File: config.mk
export PLATFORM = sky130hd
export DESIGN_NAME = button_conditioner
export DESIGN_NICKNAME = d
export VERILOG_FILES = /design/src/rtl/button_conditioner.sv
export SDC_FILE = /design/constraint.sdc
export NUM_CORES = 1
export LEC_CHECK = 0
export ABC_AREA = 1
export CORE_MARGIN = 3
export CORE_UTILIZATION = 31
export CTS_CLUSTER_DIAMETER = 40
export CTS_CLUSTER_SIZE = 10
export DETAILED_ROUTE_END_ITERATION = 8
export SYNTH_ARGS = -nofsm -noshare
export SYNTH_HDL_FRONTEND = slang
export SYNTH_SLANG_ARGS = --single-unit
File: constraint.sdc
create_clock -name clk -period 1.3 [get_ports clk]
set_input_delay 0.26 -clock clk [delete_from_list [all_inputs] [get_ports clk]]
set_output_delay 0.26 -clock clk [all_outputs]
set_load 0.1 [all_outputs]
File: src/rtl/button_conditioner.sv
// Purpose: synchronizes and debounces a bouncing push-button into a clean level and a one-cycle press pulse `a`.
// Latency: `a`/`btn_level` follow a stable input change by 1+DEBOUNCE_CYCLES edges; no backpressure (free-running, no handshake).
// Build option: define BTN_AUTOREPEAT_EN to add hold-to-repeat pulses on `a` (REPEAT_DELAY/REPEAT_PERIOD).
module button_conditioner #(
    parameter int DEBOUNCE_CYCLES = 50000,
    parameter int REPEAT_DELAY    = 25000000,
    parameter int REPEAT_PERIOD   = 5000000
) (
    input  logic clk,
    input  logic rst,
    input  logic btn_raw,
    output logic a,
    output logic btn_level
);

    localparam int CW = $clog2(DEBOUNCE_CYCLES + 1);
    localparam logic [CW-1:0] CNT_MAX  = CW'(DEBOUNCE_CYCLES);
    localparam logic [CW-1:0] CNT_LAST = CW'(DEBOUNCE_CYCLES - 1);

    typedef enum logic [1:0] {
        IDLE         = 2'd0,
        PRESS_WAIT   = 2'd1,
        PRESSED      = 2'd2,
        RELEASE_WAIT = 2'd3
    } state_t;

    logic          sync1_q, sync1_d;
    logic          sync2_q, sync2_d;
    state_t        state_q, state_d;
    logic [CW-1:0] cnt_q, cnt_d;
    logic [CW-1:0] cnt_inc;
    logic          a_q, a_d;
    logic          btn_level_q, btn_level_d;
    logic          press_evt;
    logic          rep_evt;

    // Debounce FSM: a candidate change is accepted only after DEBOUNCE_CYCLES agreeing samples.
    always_comb begin
        sync1_d   = btn_raw;
        sync2_d   = sync1_q;
        state_d   = state_q;
        cnt_d     = cnt_q;
        press_evt = 1'b0;
        cnt_inc   = (cnt_q == CNT_MAX) ? cnt_q : cnt_q + CW'(1);

        case (state_q)
            IDLE: begin
                if (sync2_q) begin
                    if (DEBOUNCE_CYCLES == 1) begin
                        state_d   = PRESSED;
                        press_evt = 1'b1;
                    end else begin
                        state_d = PRESS_WAIT;
                        cnt_d   = CW'(1);
                    end
                end
            end
            PRESS_WAIT: begin
                if (!sync2_q) begin
                    state_d = IDLE;
                    cnt_d   = '0;
                end else if (cnt_q >= CNT_LAST) begin
                    state_d   = PRESSED;
                    cnt_d     = '0;
                    press_evt = 1'b1;
                end else begin
                    cnt_d = cnt_inc;
                end
            end
            PRESSED: begin
                if (!sync2_q) begin
                    if (DEBOUNCE_CYCLES == 1) begin
                        state_d = IDLE;
                        cnt_d   = '0;
                    end else begin
                        state_d = RELEASE_WAIT;
                        cnt_d   = CW'(1);
                    end
                end
            end
            RELEASE_WAIT: begin
                if (sync2_q) begin
                    state_d = PRESSED;
                    cnt_d   = '0;
                end else if (cnt_q >= CNT_LAST) begin
                    state_d = IDLE;
                    cnt_d   = '0;
                end else begin
                    cnt_d = cnt_inc;
                end
            end
            default: begin
                state_d = IDLE;
                cnt_d   = '0;
            end
        endcase

        a_d         = press_evt | rep_evt;
        btn_level_d = (state_d == PRESSED) || (state_d == RELEASE_WAIT);
    end

    always_ff @(posedge clk) begin
        if (!rst) begin
            sync1_q     <= 1'b0;
            sync2_q     <= 1'b0;
            state_q     <= IDLE;
            cnt_q       <= '0;
            a_q         <= 1'b0;
            btn_level_q <= 1'b0;
        end else begin
            sync1_q     <= sync1_d;
            sync2_q     <= sync2_d;
            state_q     <= state_d;
            cnt_q       <= cnt_d;
            a_q         <= a_d;
            btn_level_q <= btn_level_d;
        end
    end

`ifdef BTN_AUTOREPEAT_EN
    localparam int RMAX = (REPEAT_DELAY > REPEAT_PERIOD) ? REPEAT_DELAY : REPEAT_PERIOD;
    localparam int RW   = $clog2(RMAX + 1);
    localparam logic [RW-1:0] R_DELAY  = RW'(REPEAT_DELAY);
    localparam logic [RW-1:0] R_PERIOD = RW'(REPEAT_PERIOD);

    logic [RW-1:0] rep_q, rep_d;
    logic [RW-1:0] rep_inc;
    logic          first_q, first_d;

    // Counts only PRESSED-to-PRESSED cycles, so time spent in RELEASE_WAIT is frozen out.
    always_comb begin
        rep_d   = rep_q;
        first_d = first_q;
        rep_evt = 1'b0;
        rep_inc = rep_q + RW'(1);
        if (state_d == IDLE) begin
            rep_d   = '0;
            first_d = 1'b1;
        end else if ((state_q == PRESSED) && (state_d == PRESSED)) begin
            if (rep_inc == (first_q ? R_DELAY : R_PERIOD)) begin
                rep_evt = 1'b1;
                rep_d   = '0;
                first_d = 1'b0;
            end else begin
                rep_d = rep_inc;
            end
        end
    end

    always_ff @(posedge clk) begin
        if (!rst) begin
            rep_q   <= '0;
            first_q <= 1'b1;
        end else begin
            rep_q   <= rep_d;
            first_q <= first_d;
        end
    end
`else
    logic unused_repeat_cfg;
    assign unused_repeat_cfg = (REPEAT_DELAY > 0) ^ (REPEAT_PERIOD > 0);
    assign rep_evt           = 1'b0;
`endif

    assign a         = a_q;
    assign btn_level = btn_level_q;

endmodule

; Word-level counts from Yosys, hierarchy flattened
; Index checks and enable logic that the tools add are counted.
[op_classes]
reduce_logical = 4
eq_ne = 8
n_addsub = 1
magnitude_cmp = 1
mux = 15
[ops]
columns = operator, n
row1 = 2-to-1 mux 16 bit, 6
row2 = case mux 16 bit (4 select lines), 1
row3 = "adder 16 x 1 -> 16 bit, second input constant", 1
row4 = "== test 16 bit, second input constant", 1
row5 = "greater-or-equal comparator 16 bit, second input constant", 1
row6 = 2-to-1 mux 2 bit, 6
row7 = "== test 2 bit, second input constant", 4
row8 = case mux 2 bit (4 select lines), 1
row9 = "!= test 2 bit, second input constant", 2
row10 = AND reduction 3 bit, 1
row11 = "== test 2 x 1 -> 1 bit, second input constant", 1
row12 = zero test 2 bit, 1
row13 = AND reduction 2 bit, 1
row14 = logical OR 1 bit, 1
row15 = 2-to-1 mux 1 bit, 1
[word_totals]
register_bits = 22
word_cells = 35
out_inout_bits = 2

; Longest topological paths before layout
; Gate-level depths: netlist (run 1).
[depth]
ltp_word = 6
ltp_mapped = 10
mapped_depth_nobuf = 10

; Worst setup path after synthesis (run 1)
; Ideal clock, no wire load.
[synth_path]
path_kind = register -> register
startpoint = register cnt_q[0]
endpoint = register cnt_q[12]
t_required_ps = 1158
setup_time_ps = 142
period_less_slack_ps = 1425
arrival_time_ps = 1283
slack_ps = -125
stages_incl_launch_ff = 10
path_cell_list = dfxtp_1 ha_1 nand3_1 nand3_1 nand2_1 nor2_2 nor2_4 buf_8 nand3_2 a21oi_2
[synth_via]
elab_chain_len = 5
elab_cells_between_ends = 8
cone_classes = add/sub (1) / order compare (1) / eq/ne (1) / mux (5)
[synth_lines]
columns = item, line_no
row1 = "start, declared", 30  ; logic [CW-1:0] cnt_q, cnt_d;
row2 = "start signal, assigned", 114  ; cnt_q <= cnt_d;
row3 = adder 16 x 1 -> 16 bit or == test 16 bit (tied branches), 44  ; cnt_inc = (cnt_q == CNT_MAX) ? cnt_q : cnt_q + CW'(1);
row4 = 2-to-1 mux 16 bit, 44
row5 = 2-to-1 mux 16 bit (*), "62, 85"
row6 = "2-to-1 mux 16 bit, on equally long branches", "82, 59"
row7 = case mux 16 bit (4 select lines) (*), 46  ; case (state_q)
; Every way passes the cells marked *; elsewhere a longest branch is shown, timed or not.
; A chain may end at the register's enable or synchronous reset.

; Final worst setup path (run 1)
[layout_path]
startpoint = register cnt_q[0]
endpoint = register cnt_q[9]
; The elaborated chain is that of the path after synthesis.

==> implementation parameters, run 1 <==
Parameter                              Value

Outcome
  Outcome    complete, but fails checks
  Violations in the final reports    negative setup slack

Power and ir drop
  Clock share of power    0.466
  Power density of the placed cells    731 nW/um2
  Internal power    0.00112 W
  Proportion of power drawn by combinational gates    0.051
  PnR Total Power    around 0.0014 W
  Sequential Power Share    0.483
  Leakage Power    0.751 nW
  Fraction of power spent switching nets    0.209
  Net switching power    0.000296 W
  Max IR drop VDD    around 0.00050 V

Synth
  Count of distinct cell types in the synthesized netlist    25
  Mean area per synthesized cell    7.01 um2
  FF+latch count, synth    22
  Cell accounting for the most synthesized area    dfxtp_1
  Synth Cell Area    1450 um2
  Post-Synthesis Net Count    212
  Area share of the leading cell type in the synthesized netlist    0.303
  Sequential area share after synthesis    0.303
  Count of warnings emitted by yosys    0
  Most area-consuming cells after synthesis    dfxtp_1 (30%), nand2_1 (14%), nand3_1 (7.6%), nand3_2 (6.9%), a21oi_2 (6.0%)
  Synth Instances    207

Setup path
  Worst Setup Start Kind    register
  Worst path bufs/invs    1
  Largest stage delay on the critical path    approximately 0.37 ns
  Worst flop-to-flop path endpoint    cnt_q[9]
  Most repeated library cell on the critical path    nand3_2
  Endpoint arrival time on the critical path    1.56 ns
  Required arrival time at the worst endpoint    about 1.5 ns
  Critical R2R Launch    cnt_q[0]
  Levels on crit path    9
  Capture point of the critical path    cnt_q[9]
  Crit path max fanout    13
  Crit path capture type    register
  Depth of the most critical reg-to-reg path    9
  List of cells traversed by the critical path    ha_4 -> nand3_2 -> nand3_2 -> nand2_2 -> nor2_2 -> nor2_4 -> buf_12 -> nand3_1 -> a21oi_1
  Max stage delay cell, worst path    dfxtp_4
  Worst path top cell family by delay    simple AND/OR/NAND/NOR gates
  Worst setup path class    register to register
  Launch point of the critical path    cnt_q[0]
  Reg2Reg Setup Slack    -0.06 ns

Routing
  Wire length per cell    11.9 um
  Aggregate routed wire length    approximately 3.4 mm
  Final antenna-violating net count    0
  Iteration count of the initial detailed-routing pass    4
  Ratio of routed vias to standard cells    4.69
  Count of unresolved DRC violations after routing    0
  1st-iter DRT viols    49
  Total vias in the final route    1352

Global route
  Residual overflow from global routing    0
  Via count of the first global-routing pass    1318
  Pin count of the biggest net entering global routing    16
  Overall fraction of global-route tracks in use    0.138
  First-pass GRT wire length    5.90 mm
  Initial antenna violation count    0

Run
  Maxcap violations    0

STA
  Hold Fails Final Rpt    0
  Maximum clock skew at final layout    0.00503 ns
  Slack of the critical path    -0.0574 ns
  Final Critical Period    ~1.4 ns
  Relative slew slack    0.600
  Max-slew violation total from the final report    0
  Period utilization    1.04
  Setup-violating endpoint count in the final report    13
  Final TNS setup    -0.541 ns
  Fmax achieved    around 740 MHz
  Setup repair after global routing missed its margin    yes
  Worst slew pin tran    roughly 0.6 ns
  Worst hold slack    0.420 ns

Die
  Top-level port count    5
  Floorplan die height    74.4 um
  Width of the chip    74.4 um
  Initial standard-cell utilization of the core    0.327
  Number of placement rows    24
  Die ar.    approximately 5500 um2
  Area of the core    4440 um2

Clocking
  Clock latency on the worst-skew pair    0.27 ns
  Clock Tree Buf Depth    2
  Clock Tree Root    clkbuf_8
  Clock sink total    22
  Total CTS buffers    3
  Register clock-pin slew on the reported worst setup and hold paths    0.09 ns
  CTS HTree Levels    1
  TritonCTS clock tree    yes

Finish
  Ant diodes    0
  Area growth from synthesis to layout    33.4%
  Cell area after layout    just under 2000 um2
  Share of final-layout standard cells stronger than drive strength 1    0.386
  Layout net count    242

Worst hold path
  Worst hold path stage count    2
  Worst hold path type    register to register

Place
  Detailed-placement wirelength estimate    2.47 mm
  RD Place Congestion    around 0.79
  PortBufs    4
  Post-DP Area    1780 um2
worst min path at each step:
stage                 start       to  slack (ns)
floorplan           btn_raw  sync1_q        0.36
global placement    sync1_q  sync2_q        0.39
detailed placement  sync1_q  sync2_q        0.40
CTS                 sync1_q  sync2_q        0.42
global route        sync1_q  sync2_q        0.43
finish              sync1_q  sync2_q        0.42
layout by cell type (no fill, tap or decap), types with 3 or more instances in the layout:
cell type	instances
nand2_2	8
nand2_1	51
nor2_4	6
nor2_2	6
buf_4	23
clkbuf_8	3
xor2_1	4
nand3_2	15
dfxtp_2	3
buf_12	6
o21ai_0	4
nor2_1	15
nand3_1	17
a21oi_1	4
a21oi_2	11
inv_1	21
dfxtp_1	18
inv_2	4
nand4_1	6
worst register-to-register path: stages (launching register included):
cell and delay [ns]:
dfxtp_4 0.37, ha_4 0.16, nand3_2 0.07, nand3_2 0.11
nand2_2 0.08, nor2_2 0.04, nor2_4 0.09, buf_12 0.16
nand3_1 0.09, a21oi_1 0.12
timing repair:
action | in CTS | in global routing
setup endpoints to repair | 18 | 20
resized for setup | 2 | 17
endpoints found under the hold margin | 0 | 0
hold buffers | 0 | 0
setup buffers | 1 | 0
pin swaps | 3 | 3
layer usage:
| metal | GRT usage | up-vias | routed length (um) |
|---|---|---|---|
| met5 | 0 | - | 0 |
| met4 | 0.0356 | 0 | 35 |
| met3 | 0.0243 | 4 | 69 |
| met2 | 0.226 | 13 | 1550 |
| met1 | 0.188 | 613 | 1770 |
| li1 | - | 722 | - |
through the flow:
| stage | setup WS [ns] | util | std cells |
|---|---|---|---|
| 2_1_floorplan | 0.0125 | - | 207 |
| 3_3_place_gp | -0.0435 | 0.401 | 283 |
| 3_5_place_dp | -0.0838 | 0.401 | 283 |
| 4_1_cts | -0.0538 | 0.423 | 288 |
| 5_1_grt | -0.125 | 0.436 | 288 |
| 6_report | -0.0574 | 0.436 | 288 |
power by group through the flow:
stage                     logic (W)  clock network, W  registers, W
final                     0.0000723          0.000659      0.000683
after global routing      0.0000783          0.000701      0.000684
after CTS                 0.0000694          0.000675      0.000683
after detailed placement  0.0000694                 0      0.000699
after global placement    0.0000681                 0      0.000699
after floorplan           0.0000369                 0      0.000699
logic make-up (layout without fill, tap and decap cells):
kind of cell	Yosys count	count (layout)	share of synthesized area
AND/OR/NAND/NOR	127	127	0.446
buffers and inverters	31	60	0.101
flip-flops	22	22	0.303
AO/OA/AOI/OAI	19	19	0.0914
XOR/XNOR	6	6	0.0414
adder cells (fa/ha/maj)	2	2	0.0172
cell usage after synthesis (all sizes together):
| cell type | n |
|---|---|
| buf | 4 |
| nor3 | 1 |
| or2 | 1 |
| nor2 | 27 |
| ha | 2 |
| o21ai | 4 |
| clkbuf | 2 |
| a21oi | 15 |
| nand4 | 7 |
| xor2 | 4 |
| xnor2 | 2 |
| inv | 25 |
| nand3 | 32 |
| nand2 | 59 |
| dfxtp | 22 |
sequential cells by signal, summed over array words and instances (netlist names):
signal     count
sync1_q        1
state_q        2
sync2_q        1
a              1
btn_level      1
cnt_q         16
area by class of cell:
| type | instances | area, um2 |
|---|---|---|
| repair buffers | 31 | 313 |
| inverters | 25 | 93.8 |
| multi-input cells | 154 | 946 |
| clock buffers | 3 | 41.3 |
| clock inverters | 1 | 30.0 |
| well taps | 52 | 65.1 |
| fillers | 447 | 2510 |
| flip-flops and latches | 22 | 448 |
Power figures use the tool's default switching activity.
==> run 2, diff against run 1 <==
--- a/config.mk
+++ b/config.mk
@@ -5,7 +5,6 @@
 export SDC_FILE = /design/constraint.sdc
 export NUM_CORES = 1
 export LEC_CHECK = 0
-export ABC_AREA = 1
 export CORE_MARGIN = 3
 export CORE_UTILIZATION = 31
 export CTS_CLUSTER_DIAMETER = 40
==> run 2 against run 1 <==
Against the previous run:
- utilization up 3.5 points
- combinational power down 8.7%
- maximum frequency down 13%
- routed wire length down 17%
- count of clock-buffer cells in the layout unchanged
- final cell count down 25%
- the flow still finishes with violations (negative setup slack)
- synthesized cell count down 35%
- total power down 16%
- critical path type unchanged
==> implementation parameters, run 2 <==
Parameter                              Value

Global route
  Residual overflow from global routing    0 (unchanged)
  First-pass GRT wire length    4.95 mm (-16%)
  Via count of the first global-routing pass    1076 (-18%)
  Pin count of the biggest net entering global routing    24 (+8)
  Initial antenna violation count    0 (unchanged)
  Overall fraction of global-route tracks in use    0.149 (+0.0105)

Clocking
  Register clock-pin slew on the reported worst setup and hold paths    0.08 ns (about the same)
  Number of buffers inserted by post-CTS setup repair    0 (-1)
  Total CTS buffers    3 (unchanged)
  Number of buffers added to fix hold violations after cts    0 (unchanged)
  CTS HTree Levels    1 (unchanged)
  Clock sink total    22 (unchanged)
  TritonCTS clock tree    yes
  Clock latency on the worst-skew pair    0.27 ns (about the same)
  Clock Tree Buf Depth    2 (unchanged)
  Clock Tree Root    clkbuf_8

Setup path
  Worst setup path class    register to register
  Largest stage delay on the critical path    0.57 ns (+0.20 ns)
  Depth of the most critical reg-to-reg path    4 (-5)
  Reg2Reg Setup Slack    -0.26 ns (-0.20 ns)
  Crit path capture type    register
  Worst path bufs/invs    0 (-1)
  Worst flop-to-flop path endpoint    state_q[1]
  Endpoint arrival time on the critical path    1.72 ns (+0.16 ns)
  List of cells traversed by the critical path    or4_4 -> o2111ai_4 -> mux2i_1 -> nor2b_1
  Required arrival time at the worst endpoint    1.47 ns (-0.03 ns)
  Worst path top cell family by delay    simple AND/OR/NAND/NOR gates
  Worst Setup Start Kind    register
  Critical R2R Launch    cnt_q[13]
  Crit path max fanout    4 (-9)
  Max stage delay cell, worst path    or4_4

Die
  Number of placement rows    21 (-13%)
  Top-level port count    5 (unchanged)
  Area of the core    3440 um2 (-23%)
  Die ar.    4420 um2 (-20%)
  Initial standard-cell utilization of the core    0.330 (+0.00312)
  Floorplan die height    66.5 um (-11%)
  Width of the chip    66.5 um (-11%)

Routing
  Aggregate routed wire length    2.85 mm (-17%)
  Count of unresolved DRC violations after routing    0 (unchanged)
  1st-iter DRT viols    110 (+120%)
  Ratio of routed vias to standard cells    5.24 (+12%)
  Final antenna-violating net count    0 (unchanged)
  Iteration count of the initial detailed-routing pass    4 (unchanged)
  Wire length per cell    13.2 um (+11%)
  Total vias in the final route    1131 (-16%)

Synth
  Synth Instances    134 (-35%)
  Dominant register cell in the synthesized netlist    dfxtp_1
  Most area-consuming cells after synthesis    dfxtp_1 (39%), nand2_1 (5.0%), nand4_1 (4.4%), a21oi_1 (4.0%), nand3_1 (4.0%)
  Number of synthesized flops with an enable pin    0 (unchanged)
  Synth Cell Area    1130 um2 (-22%)
  Mean area per synthesized cell    8.47 um2 (+21%)
  Sequential area share after synthesis    0.388 (+0.0846)
  FF+latch count, synth    22 (unchanged)
  Most repeated cell in the gate-level netlist after synthesis    dfxtp_1
  Post-Synthesis Net Count    139 (-34%)
  Leading cell types by count after synthesis    dfxtp_1 (22), nand2_1 (15), a21oi_1 (9), nand3_1 (9), nand4_1 (8)
  Count of distinct cell types in the synthesized netlist    39 (+56%)
  Cell accounting for the most synthesized area    dfxtp_1
  Count of warnings emitted by yosys    0 (unchanged)
  Fraction of synthesis flops using an asynchronous set or reset pin    0 (unchanged)
  Area share of the leading cell type in the synthesized netlist    0.388 (+0.0846)

Finish
  Register name with the most flops    cnt_q
  Ant diodes    0 (unchanged)
  Area growth from synthesis to layout    42.9%
  Largest registers    cnt_q: 16 flops, state_q: 2 flops
  Number of flip-flops under the largest register name    16 (unchanged)
  Commonest cells after routing, fill and taps aside    buf_4 (35), dfxtp_1 (16), nand2_1 (15)
  Layout net count    176 (-27%)
  Cell area after layout    1620 um2 (-16%)
  Post-route core utilization    0.471 (+0.0353)
  Most frequent standard cell in the layout excluding fill and tap cells    buf_4
  Share of final-layout standard cells stronger than drive strength 1    0.347 (-0.0385)

Run
  Maxcap violations    0 (unchanged)

Power and ir drop
  Power density of the placed cells    736 nW/um2 (+0.70%)
  Max IR drop VDD    0.000724 V (+44%)
  Leakage Power    0.590 nW (-21%)
  PnR Total Power    0.00119 W (-16%)

Place
  Post-DP Area    1550 um2 (-13%)
  PortBufs    4 (unchanged)
  Setup slack at placement    -0.305 ns (-0.221 ns)
  Detailed-placement wirelength estimate    2.09 mm (-15%)
  RD Place Congestion    0.824 (+3.7%)

STA
  Slack of the critical path    -0.258 ns (-0.201 ns)
  Fmax achieved    642 MHz (-13%)
  Relative slew slack    0.796 (+0.196)
  Setup repair after global routing missed its margin    yes
  Final Critical Period    1.56 ns (+0.201 ns)
  Max-slew violation total from the final report    0 (unchanged)
  Worst slew pin tran    0.304 ns (-0.296 ns)
  Setup-violating endpoint count in the final report    20 (+7)
  Maximum clock skew at final layout    0.00203 ns (-0.00301 ns)
  Period utilization    1.20 (+0.154)
  Hold Fails Final Rpt    0 (unchanged)

Worst hold path
  Beginning of the worst hold path    sync1_q
  WHS Endpoint    sync2_q
  Worst hold path stage count    1 (-1)
  Worst hold path type    register to register

Outcome
  Outcome    complete, but fails checks
  Violations in the final reports    negative setup slack
## run 2: worst max path at each step
stage	from	end	slack [ns]	depth (start not counted)
2_1_floorplan	cnt_q[13]	btn_level	-0.20	4
3_3_place_gp	rst	cnt_q[2]	-0.28	5
3_5_place_dp	rst	cnt_q[8]	-0.30	6
4_1_cts	cnt_q[11]	cnt_q[2]	-0.26	5
5_1_grt	cnt_q[13]	state_q[1]	-0.33	4
6_report	cnt_q[13]	state_q[1]	-0.26	4
## run 2: through the flow
stage               hold WS [ns]  std cells  setup TNS, ns
global route               0.475        216          -5.33
global placement           0.429        212          -4.14
CTS                        0.458        216          -3.98
finish                     0.453        216          -3.65
detailed placement         0.435        212          -4.58
floorplan                  0.387        134          -2.22
## run 2: worst register-to-register path, stage by stage (launching register included)
cell and delay (ns):
dfxtp_2 0.35, or4_4 0.57, o2111ai_4 0.22, mux2i_1 0.25, nor2b_1 0.07
## run 2: where the power goes
group | switching [W] | total, W | leakage, nW | internal (W)
Sequential | 0.00000441 | 0.000678 | 0.182 | 0.000673
Combinational | 0.0000343 | 0.0000660 | 0.386 | 0.0000318
Clock | 0.000237 | 0.000449 | 0.0231 | 0.000212
Total | 0.000276 | 0.00119 | 0.590 | 0.000917
## run 2: repair_timing
item	CTS	global route
pin swaps	3	2
gates resized for setup	1	7
setup endpoints to repair	20	20
## run 2: area by class of cell
| type | instances | area [um2] |
|---|---|---|
| Tap cell | 46 | 57.6 |
| Inverter | 5 | 18.8 |
| Fill cell | 326 | 1820 |
| Timing Repair Buffer | 40 | 343 |
| Sequential cell | 22 | 455 |
| Clock inverter | 1 | 3.75 |
| Clock buffer | 3 | 41.3 |
| Multi-Input combinational cell | 99 | 702 |
## run 2: per-layer routing
| metal | track usage | part of all wire | up-vias |
|---|---|---|---|
| li1 | - | - | 572 |
| met5 | 0 | 0 | - |
| met1 | 0.180 | 0.45 | 528 |
| met2 | 0.248 | 0.48 | 27 |
| met4 | 0.0558 | 0.016 | 0 |
| met3 | 0.0422 | 0.056 | 4 |
## run 2: kinds of logic (layout without fill, tap and decap cells)
| logic type | count (synthesis) | after routing | share of synthesized area |
|---|---|---|---|
| mux | 2 | 2 | 0.0176 |
| flops | 22 | 22 | 0.388 |
| fa+ha+maj | 2 | 2 | 0.0220 |
| simple gates | 57 | 57 | 0.273 |
| buf+inv | 13 | 49 | 0.0606 |
| xor+xnor | 4 | 4 | 0.0375 |
| compound gates | 34 | 34 | 0.201 |
==> run 3, diff against run 2 <==
--- a/config.mk
+++ b/config.mk
@@ -13,3 +13,4 @@
 export SYNTH_ARGS = -nofsm -noshare
 export SYNTH_HDL_FRONTEND = slang
 export SYNTH_SLANG_ARGS = --single-unit
+export TNS_END_PERCENT = 30
==> run 3 against run 2 <==
Against the previous run:
- the flow still finishes with violations (negative setup slack)
- register-to-register slack worse by 0.03 ns
- design area is 3.3% higher
- routed wire length is 3.7% higher
- final cell count is 1.9% higher
- count of clock-buffer cells in the layout is 1 higher
- critical path depth is 2 higher
- first-iteration DRC count is 48% lower
- largest cell class unchanged
==> implementation parameters, run 3 (synthesis results as in run 2) <==
Parameter                              Value

Finish
  Most frequent standard cell in the layout excluding fill and tap cells    buf_4
  Number of flip-flops under the largest register name    16 (unchanged)
  Area growth from synthesis to layout    47.6%
  Final-layout fill cell count    329 (+0.92%)
  Largest registers    cnt_q: 16 flops, state_q: 2 flops
  Ant diodes    0 (unchanged)
  Multi-input combinational cell area    704 um2 (+0.36%)
  Register name with the most flops    cnt_q
  Storage element area    457 um2 (+0.27%)
  Post-route core utilization    0.487 (+0.0156)
  Layout net count    180 (+2.3%)
  Commonest cells after routing, fill and taps aside    buf_4 (37), dfxtp_1 (17), nand2_1 (15)
  Share of final-layout standard cells stronger than drive strength 1    0.368 (+0.0208)

Clocking
  Clock sink total    22 (unchanged)
  Register clock-pin slew on the reported worst setup and hold paths    0.09 ns (about the same)
  CTS HTree Levels    1 (unchanged)
  Clock latency on the worst-skew pair    0.27 ns (about the same)
  TritonCTS clock tree    yes
  Clock Tree Root    clkbuf_8
  Number of buffers added to fix hold violations after cts    0 (unchanged)
  Clock Tree Buf Depth    2 (unchanged)
  Total CTS buffers    3 (unchanged)

Global route
  Pin count of the biggest net entering global routing    14 (-42%)
  Residual overflow from global routing    0 (unchanged)
  Initial antenna violation count    0 (unchanged)
  Highest-utilization routing layer at the global route stage    met2
  First-pass GRT wire length    5.11 mm (+3.3%)
  Met3 Use GR    0.0304 (-0.0118)
  Overall fraction of global-route tracks in use    0.149 (+0.000353)
  Via count of the first global-routing pass    1155 (+7.3%)
  Global routing usage on met1    0.186 (+0.00621)
  GRT met2 Usage    0.254 (+0.00620)

Power and ir drop
  Leakage Power    0.625 nW (+5.8%)
  PnR Total Power    0.00133 W (+11%)
  Max IR drop VDD    0.000436 V (-40%)
  Power density of the placed cells    793 nW/um2 (+7.8%)

Setup path
  Worst path bufs/invs    1 (+1)
  Max stage delay cell, worst path    dfxtp_4
  Crit path capture type    register
  Crit path max fanout    10 (+6)
  Endpoint arrival time on the critical path    1.79 ns (+0.07 ns)
  Largest stage delay on the critical path    0.37 ns (-0.20 ns)
  Required arrival time at the worst endpoint    1.50 ns (+0.03 ns)
  Worst path top cell family by delay    simple AND/OR/NAND/NOR gates
  List of cells traversed by the critical path    nor4_4 -> o2111ai_2 -> nor2_2 -> buf_6 -> a31oi_1 -> a31oi_1
  Worst setup path class    register to register
  Most repeated library cell on the critical path    a31oi_1
  Worst Setup Start Kind    register

Die
  Top-level port count    5 (unchanged)
  Initial standard-cell utilization of the core    0.330 (unchanged)
  Die ar.    4420 um2 (unchanged)
  Floorplan die height    66.5 um (unchanged)
  Area of the core    3440 um2 (unchanged)
  Width of the chip    66.5 um (unchanged)
  Number of placement rows    21 (unchanged)

STA
  Setup repair after global routing missed its margin    yes
  Hold Fails Final Rpt    0 (unchanged)
  Maximum clock skew at final layout    0.00266 ns (+0.000637 ns)
  Final Critical Period    1.59 ns (+0.0346 ns)
  Slack of the critical path    -0.293 ns (-0.0346 ns)
  Fmax achieved    628 MHz (-2.2%)
  Relative slew slack    0.778 (-0.0174)
  Setup-violating endpoint count in the final report    20 (unchanged)
  Period utilization    1.23 (+0.0266)
  Worst slew pin tran    0.331 ns (+0.0276 ns)
  Max-slew violation total from the final report    0 (unchanged)

Routing
  1st-iter DRT viols    57 (-48%)
  Count of unresolved DRC violations after routing    0 (unchanged)
  Wire length per cell    13.4 um (+1.8%)
  Aggregate routed wire length    2.96 mm (+3.7%)
  Total vias in the final route    1165 (+3.0%)
  Ratio of routed vias to standard cells    5.30 (+1.1%)
  Iteration count of the initial detailed-routing pass    4 (unchanged)
  Final antenna-violating net count    0 (unchanged)

Place
  RD Place Congestion    0.828 (+0.49%)
  PortBufs    4 (unchanged)
  Detailed-placement wirelength estimate    2.23 mm (+6.8%)

Worst hold path
  Worst hold path type    register to register

Outcome
  Violations in the final reports    negative setup slack
  Outcome    complete, but fails checks

Run
  Maxcap violations    0 (unchanged)
-- run 3: through the flow --
step                worst slack [ns]  TNS [ns]  std cells  cell area, um2  hold WS (ns)
finish                        -0.293     -4.50        220            1680         0.451
global route                  -0.377     -6.15        220            1680         0.488
CTS                           -0.278     -4.36        219            1640         0.452
detailed placement            -0.324     -4.99        215            1560         0.428
global placement              -0.288     -4.51        215            1560         0.429
floorplan                     -0.204     -2.24        134            1200         0.387
-- run 3: routing by layer --
layer / vias to the layer above / routed length, um
li1: 579 / -
met1: 556 / 1340
met2: 27 / 1470
met3: 3 / 122
met4: 0 / 21
met5: - / 0
-- run 3: timing repair --
item / CTS / global route
setup buffers: 0 / 1
pin swaps: 7 / 4
cloned: 0 / 0
gates resized for setup: 5 / 7
setup endpoints to repair: 20 / 20
-- run 3: cell type report --
class,instances,area share
inverter,5,0.0112
sequential,22,0.273
multi-input combinational,99,0.420
timing repair buffer,44,0.222
tap,46,0.0344
clock buffer,4,0.0396
-- run 3: power breakdown --
part / total (W) / internal (W) / switching [W]
logic: 0.0000693 / 0.0000344 / 0.0000350
registers: 0.000676 / 0.000672 / 0.00000415
clock network: 0.000583 / 0.000335 / 0.000249
total: 0.00133 / 0.00104 / 0.000288
-- run 3: final timing paths --
path / startpoint / endpoint / slack (ns) / cells after the start
worst max-delay path: cnt_q[11] / cnt_q[10] / -0.29 / 6
worst min-delay path: sync1_q / sync2_q / 0.45 / 1
worst max register to register: cnt_q[11] / cnt_q[10] / -0.29 / 6
worst min register to register: sync1_q / sync2_q / 0.45 / 1
